<file path="src/rtl/write_back_unit.sv">
// Y86 write-back stage: two registered register-file write ports and a RUN/HALT status FSM.
// Optional retire counter is enabled with `define WB_RETIRE_CNT_EN.
module write_back_unit #(
    parameter int DATA_W    = 32,
    parameter int REG_AW    = 4,
    parameter int RSP_IDX   = 4,
    parameter int RNONE_IDX = 15
) (
    input  logic              clock,
    input  logic              reset_n,
    input  logic              in_valid,
    output logic              in_ready,
    input  logic [3:0]        icode,
    input  logic              cnd,
    input  logic [REG_AW-1:0] rA,
    input  logic [REG_AW-1:0] rB,
    input  logic [DATA_W-1:0] valE,
    input  logic [DATA_W-1:0] valM,
    input  logic [1:0]        stat_in,
    input  logic              restart,
    output logic              reg_write1,
    output logic [REG_AW-1:0] reg_reg1,
    output logic [DATA_W-1:0] reg_value1,
    output logic              reg_write2,
    output logic [REG_AW-1:0] reg_reg2,
    output logic [DATA_W-1:0] reg_value2,
`ifdef WB_RETIRE_CNT_EN
    output logic [31:0]       retire_count,
`endif
    output logic              halted,
    output logic [1:0]        cpu_stat
);

    typedef enum logic [0:0] {RUN, HALT} state_e;
    typedef enum logic [1:0] {STAT_AOK, STAT_HLT, STAT_ADR, STAT_INS} stat_e;

    localparam logic [REG_AW-1:0] RSP   = REG_AW'(RSP_IDX);
    localparam logic [REG_AW-1:0] RNONE = REG_AW'(RNONE_IDX);

    state_e            state, nextState;
    stat_e             statReg, statNext;
    logic              accept, haltReq, retire;
    logic              wr1Next, wr2Next;
    logic [REG_AW-1:0] idx1Next, idx2Next;
    logic [DATA_W-1:0] val1Next, val2Next;

    assign in_ready = (state == RUN);
    assign halted   = (state == HALT);
    assign accept   = in_valid && (state == RUN);
    assign cpu_stat = statReg;

    always_ff @(posedge clock or negedge reset_n) begin
        if (!reset_n) state <= RUN;
        else          state <= nextState;
    end

    always_comb begin
        nextState = state;
        if (state == RUN && haltReq)      nextState = HALT;
        else if (state == HALT && restart) nextState = RUN;
    end

    always_comb begin
        wr1Next  = 1'b0;
        wr2Next  = 1'b0;
        idx1Next = reg_reg1;
        idx2Next = reg_reg2;
        val1Next = reg_value1;
        val2Next = reg_value2;
        statNext = statReg;
        haltReq  = 1'b0;
        retire   = 1'b0;
        if (accept) begin
            if (stat_in != 2'(STAT_AOK)) begin
                haltReq  = 1'b1;
                statNext = stat_e'(stat_in);
            end else begin
                case (icode)
                    4'h0: begin haltReq = 1'b1; statNext = STAT_HLT; end
                    4'h2: begin wr1Next = cnd;  idx1Next = rB;  val1Next = valE; end
                    4'h3, 4'h6:
                          begin wr1Next = 1'b1; idx1Next = rB;  val1Next = valE; end
                    4'h5: begin wr1Next = 1'b1; idx1Next = rA;  val1Next = valM; end
                    4'h8, 4'h9, 4'hA:
                          begin wr1Next = 1'b1; idx1Next = RSP; val1Next = valE; end
                    4'hB: begin
                        wr1Next = 1'b1; idx1Next = RSP; val1Next = valE;
                        wr2Next = 1'b1; idx2Next = rA;  val2Next = valM;
                    end
                    4'hC, 4'hD, 4'hE, 4'hF:
                          begin haltReq = 1'b1; statNext = STAT_INS; end
                    default: ;
                endcase
                retire = (icode >= 4'h1) && (icode <= 4'hB);
            end
        end else if (state == HALT && restart) begin
            statNext = STAT_AOK;
        end
        if (idx1Next == RNONE) wr1Next = 1'b0;
        if (idx2Next == RNONE) wr2Next = 1'b0;
        // popl %esp: the loaded value wins over the stack-pointer update
        if (wr1Next && wr2Next && idx1Next == idx2Next) wr1Next = 1'b0;
    end

    always_ff @(posedge clock or negedge reset_n) begin
        if (!reset_n) begin
            reg_write1 <= 1'b0;
            reg_reg1   <= '0;
            reg_value1 <= '0;
            reg_write2 <= 1'b0;
            reg_reg2   <= '0;
            reg_value2 <= '0;
            statReg    <= STAT_AOK;
        end else begin
            reg_write1 <= wr1Next;
            reg_reg1   <= idx1Next;
            reg_value1 <= val1Next;
            reg_write2 <= wr2Next;
            reg_reg2   <= idx2Next;
            reg_value2 <= val2Next;
            statReg    <= statNext;
        end
    end

`ifdef WB_RETIRE_CNT_EN
    always_ff @(posedge clock or negedge reset_n) begin
        if (!reset_n)                      retire_count <= '0;
        else if (state == HALT && restart) retire_count <= '0;
        else if (retire)                   retire_count <= retire_count + 32'd1;
    end
`endif

endmodule

</file>
<file path="config.mk">
export PLATFORM = sky130hd
export DESIGN_NAME = write_back_unit
export DESIGN_NICKNAME = d
export VERILOG_FILES = /design/src/rtl/write_back_unit.sv
export SDC_FILE = /design/constraint.sdc
export NUM_CORES = 1
export LEC_CHECK = 0
export CAP_MARGIN = 20
export CORE_UTILIZATION = 30
export DETAILED_ROUTE_END_ITERATION = 10
export GPL_TIMING_DRIVEN = 1
export REMOVE_ABC_BUFFERS = 1
export SETUP_SLACK_MARGIN = 0.15
export SYNTH_ARGS = -nofsm -noshare
export SYNTH_HDL_FRONTEND = slang
export SYNTH_SLANG_ARGS = --single-unit
</file>
<file path="constraint.sdc">
create_clock -name clock -period 5.6 [get_ports clock]
set_input_delay 1.12 -clock clock [delete_from_list [all_inputs] [get_ports clock]]
set_output_delay 1.12 -clock clock [all_outputs]
set_load 0.03 [all_outputs]
</file>
==> results.ini, run 1 <==
[worst_hold_path]
worst_hold_check_path_type = reg2reg
holdPathStages = 2

[worst_setup_path]
reg2reg_depth = 7
critical_path.startpoint_type = input port
crit_path_end_kind = register
cp.required_ps = 5850
timing_worst_setup_path_type = in2reg
crit_arrival_ps = 3580
worstPathMaxFanout = 52

[yosys]
netlist_top_cells_area = dfrtp_1, mux2_2, mux2i_1
synthDominantCellAreaShare_pct = 57.5
post-synth-top-area-cell = dfrtp_1
post_synth_instance_area_um2 = 3350
yosysWarnings = 0
synth_cells = 280
synth_edf_count = 0
synth_most_common_cell = dfrtp_1
ys_seq_elements = 77
yosys-top-cells-count = dfrtp_1, nand2_1, mux2_2, o21ai_0, mux2i_1
syn-mean-instance-area_um2 = 12.0
post_synth_num_cell_types = 32
synth_flop_cell = dfrtp_1
synth-async-reset-ratio_pct = 100
yosysSeqAreaShare_pct = 57.5

[grt]
first_global_vias = 2712
antenna_found_initial = 0
grt_start_max_net_pins = 78
grt_pass1_wl_mm = 13.6
grtUsageTotal_pct = 15.2
grt_overflow = 0

[clock_network]
insertion_delay_of_the_later_clocked_pin_in_the_worst_skew_pair_ps = 340
cts_tree = yes
cts_htree_levels = 3
clock_path_buffers = 2
path_clk_slew_ps = 80
cts.root.buffer_cell = clkbuf_8
cts_sink_count = 77
post-cts-setup-buffer-count = 0
cts_resized = 0
cts_hold_buffers = 0
cts-buffers-inserted = 9

[layout]
nNetsFinal = 520
post_layout_nonfiller_instances = 582
antenna_cells = 0
final.fill_count = 1050
layout.core_utilization_pct = 49.0
areaGrowthSynthToFinish_pct = 58.7
fraction_of_final_layout_cells_with_drive_strength_greater_than_1_pct = 14.0

[power_and_ir_drop]
p_per_area_nw_per_um2 = 345
peakVddDrop_mv = 0.125
power_leakage_nw = 2.35
finalPower_mw = 1.83

[drt]
dr_total_vias = 2686
detailed_routing_iterations_pass_1 = 4
ratio_of_routed_vias_to_standard_cells = 4.62
post-route-drc-count = 0
drt_first_iter_violations = 60
drt-wirelength-per-cell_um = 14.9
route.final.wire_length_mm = 8.67
antenna_left = 0

[place]
portBuffers = 160
finalWeightedCongestion = 0.751
placement.setup.worst_slack_ps = 1740
placedCellCount = 564
dp.final_hpwl_mm = 6.17

[floorplan]
chipWidth_um = 108
die_height_um = 108
floorplan.die_area_um2 = 11600
top_level_i_o_count = 161
core-area_um2 = 10800
rows = 38
effective_utilization_at_floorplan_pct = 30.9

[timing]
final_setup_fails = 0
finalHoldViolCount = 0
slew_violations = 0
timing.setup.tns_ps = 0
rsz0062_at_grt = no
fin_crit_ps = 3330
post-route-worst-setup-slack_ps = 2270
fmax_ghz = 0.300
relSlewSlack_pct = 50.8
post-route-period-util_pct = 59.5
finalClockSkew_ps = 8.26
tightest_slew_ps = 736

[flow_run]
drv.max_cap_violation_count = 0

[status]
run_status = finished clean

==> metal layers <==
| layer | track usage (%) | share of wire, % |
|---|---|---|
| met1 | 18.7 | 44 |
| met2 | 25.5 | 48 |
| met3 | 4.00 | 7.0 |
| met4 | 5.87 | 1.3 |
| met5 | 0 | 0 |
==> metrics by stage <==
| step | instance area (µm²) | hold slack (ps) |
|---|---|---|
| floorplan | 3260 | 663 |
| global placement | 5070 | 462 |
| detailed placement | 5070 | 470 |
| CTS | 5270 | 492 |
| global route | 5310 | 518 |
| finish | 5310 | 482 |
==> placed cells by master (no fill, tap or decap), types with 2 or more instances in the layout <==
master	synthesis	routed
a21oi_1	2	2
a31oi_1	3	3
buf_4	0	4
clkbuf_1	10	2
clkbuf_8	0	9
clkdlybuf4s50_1	0	159
clkinvlp_4	0	3
dfrtp_1	77	77
inv_1	2	2
mux2_2	36	36
mux2i_1	32	32
nand2_1	41	41
nand3_1	3	3
nor2_1	4	4
nor3b_1	3	3
o21ai_0	35	35
o21bai_1	2	2
o31ai_1	4	4
==> power by group <==
group	total (mW)	internal [mW]	switching, mW
Combinational	0.695	0.312	0.383
Sequential	0.725	0.667	0.0582
Clock	0.412	0.207	0.205
Total	1.83	1.19	0.646
==> state kept, by name, indices dropped and copies added (netlist names) <==
register / flops
reg_value1: 32
reg_value2: 32
reg_reg1: 4
reg_reg2: 4
cpu_stat: 2
halted: 1
reg_write1: 1
reg_write2: 1
==> layout make-up <==
cell class / instances / area [µm²] / share of cell area [%]
clock buffer: 11 / 131 / 2.47
clock inverter: 5 / 61.3 / 1.15
inverter: 2 / 7.51 / 0.141
multi-input combinational: 182 / 1340 / 25.3
sequential: 77 / 1930 / 36.3
tap: 140 / 175 / 3.30
timing repair buffer: 165 / 1670 / 31.4
==> critical path: stages <==
cell and delay [ps]:
clkdlybuf4s50_1 450, or4b_4 570, a221o_2 480, buf_12 230
a22o_4 280, xor2_1 130, o2bb2ai_1 80, a211oi_1 220
==> cell families after synthesis <==
kind of cell    after synthesis  share of synthesized area, %
simple gates                 58                          7.77
mux                          68                          21.7
xor+xnor                      1                         0.262
compound gates               55                          9.87
buf+inv                      21                          2.88
flops                        77                          57.5
==> final timing paths <==
path	end	from	slack (ps)
setup / recovery	reg_write1	stat_in[1]	2270
hold reg to reg	reg_value1[17]	reg_value1[17]	480
hold / removal	reg_value1[17]	reg_value1[17]	480
setup reg to reg	reg_write1	halted	3120
min in group asynchronous	reg_value2[5]	reset_n	590
max in group asynchronous	reg_value1[7]	reset_n	4440
No activity file was read; power rests on OpenSTA's default activity.
==> run 2: changes to the inputs <==
Clock period 5.6 ns to 3.3 ns, I/O delays scaled along.
==> results.ini, run 2 (synthesis gave the netlist of run 1 again) <==
[layout]
antenna_cells = 0  ; unchanged
final_std_cell_area_no_fill_um2 = 5290  ; was 5310 µm²
multiInputGateArea_um2 = 1340  ; unchanged
fraction_of_final_layout_cells_with_drive_strength_greater_than_1_pct = 14.1  ; was 14.0%
largest_registers = reg_value1 (32), reg_value2 (32)  ; unchanged
regArea_um2 = 1930  ; unchanged
nNetsFinal = 520  ; unchanged
layout.cells.most_common = clkdlybuf4s50_1  ; unchanged
final.fill_count = 1037  ; was 1050
final_cell_mix = clkdlybuf4s50_1, dfrtp_1, nand2_1, mux2_2, o21ai_0  ; unchanged
areaGrowthSynthToFinish_pct = 58.1  ; was 58.7%

[worst_hold_path]
worst_hold_check_path_type = in2async  ; was reg2reg

[clock_network]
cts-buffers-inserted = 9  ; unchanged
post-cts-setup-buffer-count = 0  ; unchanged
cts_tree = yes  ; unchanged
cts_sink_count = 77  ; unchanged
clock_path_buffers = 2  ; unchanged
cts_hold_buffers = 0  ; unchanged
path_clk_slew_ps = 80  ; about the same
cts_htree_levels = 3  ; unchanged
insertion_delay_of_the_later_clocked_pin_in_the_worst_skew_pair_ps = 340  ; about the same
cts.root.buffer_cell = clkbuf_8  ; unchanged
cts_resized = 0  ; unchanged

[power_and_ir_drop]
power_leakage_nw = 2.35  ; about the same
p_per_area_nw_per_um2 = 583  ; was 345 nW/µm²
combinationalPowerShare_pct = 38.0  ; was 37.9%
sw_frac_of_total_pct = 35.1  ; was 35.2%
share_clk_of_total_power_pct = 22.1  ; was 22.5%
peakVddDrop_mv = 0.284  ; was 0.125 mV
switching_power_mw = 1.08  ; was 0.646 mW
seqPwrFrac_pct = 39.9  ; was 39.6%
internal-power_mw = 2.00  ; was 1.19 mW

[timing]
post-route-period-util_pct = 77.2
final_setup_fails = 0  ; unchanged
timing.setup.tns_ps = 0  ; unchanged
finalHoldViolCount = 0  ; unchanged
relSlewSlack_pct = 47.4  ; was 50.8%
hold-worst-slack_ps = 273  ; was 482 ps
slew_violations = 0  ; unchanged
fin_crit_ps = 2550
fmax_ghz = 0.392
finalClockSkew_ps = 10.6  ; was 8.26 ps
rsz0062_at_grt = no  ; unchanged
tightest_slew_ps = 786  ; was 736 ps

[worst_setup_path]
timing.rr.start = halted  ; unchanged
timing_worst_setup_path_type = in2reg  ; unchanged
worst-r2r-setup-slack_ps = 1140  ; was 3120 ps
crit_path_end_kind = register  ; unchanged
worstPathMaxFanout = 71  ; was 52
regToRegEndpoint = reg_write1  ; unchanged
reg2reg_depth = 6  ; was 7
critical_path.startpoint_type = input port  ; unchanged
cp.required_ps = 3550  ; was 5850 ps
startpoint = stat_in[1]  ; unchanged
crit_arrival_ps = 2790  ; was 3580 ps
cp-endpoint = reg_write1  ; unchanged

[drt]
post-route-drc-count = 0  ; unchanged
antenna_left = 0  ; unchanged
dr_total_vias = 2697  ; was 2686
ratio_of_routed_vias_to_standard_cells = 4.64  ; was 4.62
drt_first_iter_violations = 78  ; was 60
drt-wirelength-per-cell_um = 14.9  ; about the same
detailed_routing_iterations_pass_1 = 4  ; unchanged
route.final.wire_length_mm = 8.67  ; about the same

[grt]
grt_start_max_net_pins = 78  ; unchanged
grt_overflow = 0  ; unchanged
first_global_vias = 2754  ; was 2712
grt_pass1_wl_mm = 13.5  ; was 13.6 mm
antenna_found_initial = 0  ; unchanged
grtUsageTotal_pct = 15.1  ; was 15.2%

[floorplan]
floorplan.die_area_um2 = 11600  ; unchanged
core-area_um2 = 10800  ; unchanged
effective_utilization_at_floorplan_pct = 30.9  ; unchanged
rows = 38  ; unchanged
chipWidth_um = 108  ; unchanged
die_height_um = 108  ; unchanged
top_level_i_o_count = 161  ; unchanged

[place]
placement.cell_area_um2 = 5090  ; was 5070 µm²
finalWeightedCongestion = 0.743  ; was 0.751
portBuffers = 160  ; unchanged
dp.final_hpwl_mm = 6.08  ; was 6.17 mm

[status]
run_status = finished clean  ; unchanged

[flow_run]
drv.max_cap_violation_count = 0  ; unchanged

## run 2: cell types whose count changed in the layout (fill, tap and decap cells not counted)
cell / change
clkinv_2: +3
clkinvlp_4: -2
buf_12: +1
buf_16: -1
clkbuf_1: -1
clkinv_4: -1
## run 2: how the worst min path moves through the flow
| stage | end | from | depth (start not counted) | slack, ps |
|---|---|---|---|---|
| floorplan | cpu_stat[0] | reset_n | 0 | 360 |
| global placement | reg_value1[5] | reg_value1[5] | 2 | 460 |
| detailed placement | reg_reg1[1] | reg_reg1[1] | 2 | 470 |
| CTS | reg_value1[11] | reg_value1[11] | 2 | 490 |
| global route | reg_value1[21] | reset_n | 1 | 290 |
| finish | reg_value2[21] | reset_n | 1 | 270 |
## run 2: power by group through the flow
stage	sequential [mW]	combinational [mW]	clock (mW)
final	1.23	1.17	0.681
after global routing	1.26	1.24	0.753
after CTS	1.24	1.19	0.712
after detailed placement	1.25	1.18	0
after global placement	1.24	1.17	0
after floorplan	1.63	0.210	0
## run 2: stage by stage
stage                     util (%)  instances  setup WS (ps)  power, mW
after global placement        47.0        565            383       2.42
after global routing          48.8        581            638       3.26
after detailed placement      47.0        565            362       2.43
final                         48.8        581            752       3.09
after CTS                     48.6        580            731       3.13
after floorplan                  -        261          -1160       1.84
## run 2: cell type report
type / instances / share of cell area [%]
Sequential cell: 77 / 36.4
Timing Repair Buffer: 165 / 31.4
Inverter: 2 / 0.142
Multi-Input combinational cell: 182 / 25.4
Clock buffer: 10 / 2.41
Tap cell: 140 / 3.31
Clock inverter: 5 / 0.993
## run 2: per-layer routing
metal  global-route usage (%)  wire length, µm  up-vias
met5                        0                0        -
met4                     4.60               63        0
met3                     5.02              662        6
met2                     25.9             4220       93
met1                     17.9             3720     1294
li1                         -                -     1304
## run 2: worst max-delay path, cell delays in order
cell,delay [ps]
clkdlybuf4s50_1,450
or4b_4,570
a221o_2,330
buf_4,310
nand2_1,130
o21ai_0,100
a211oi_1,230
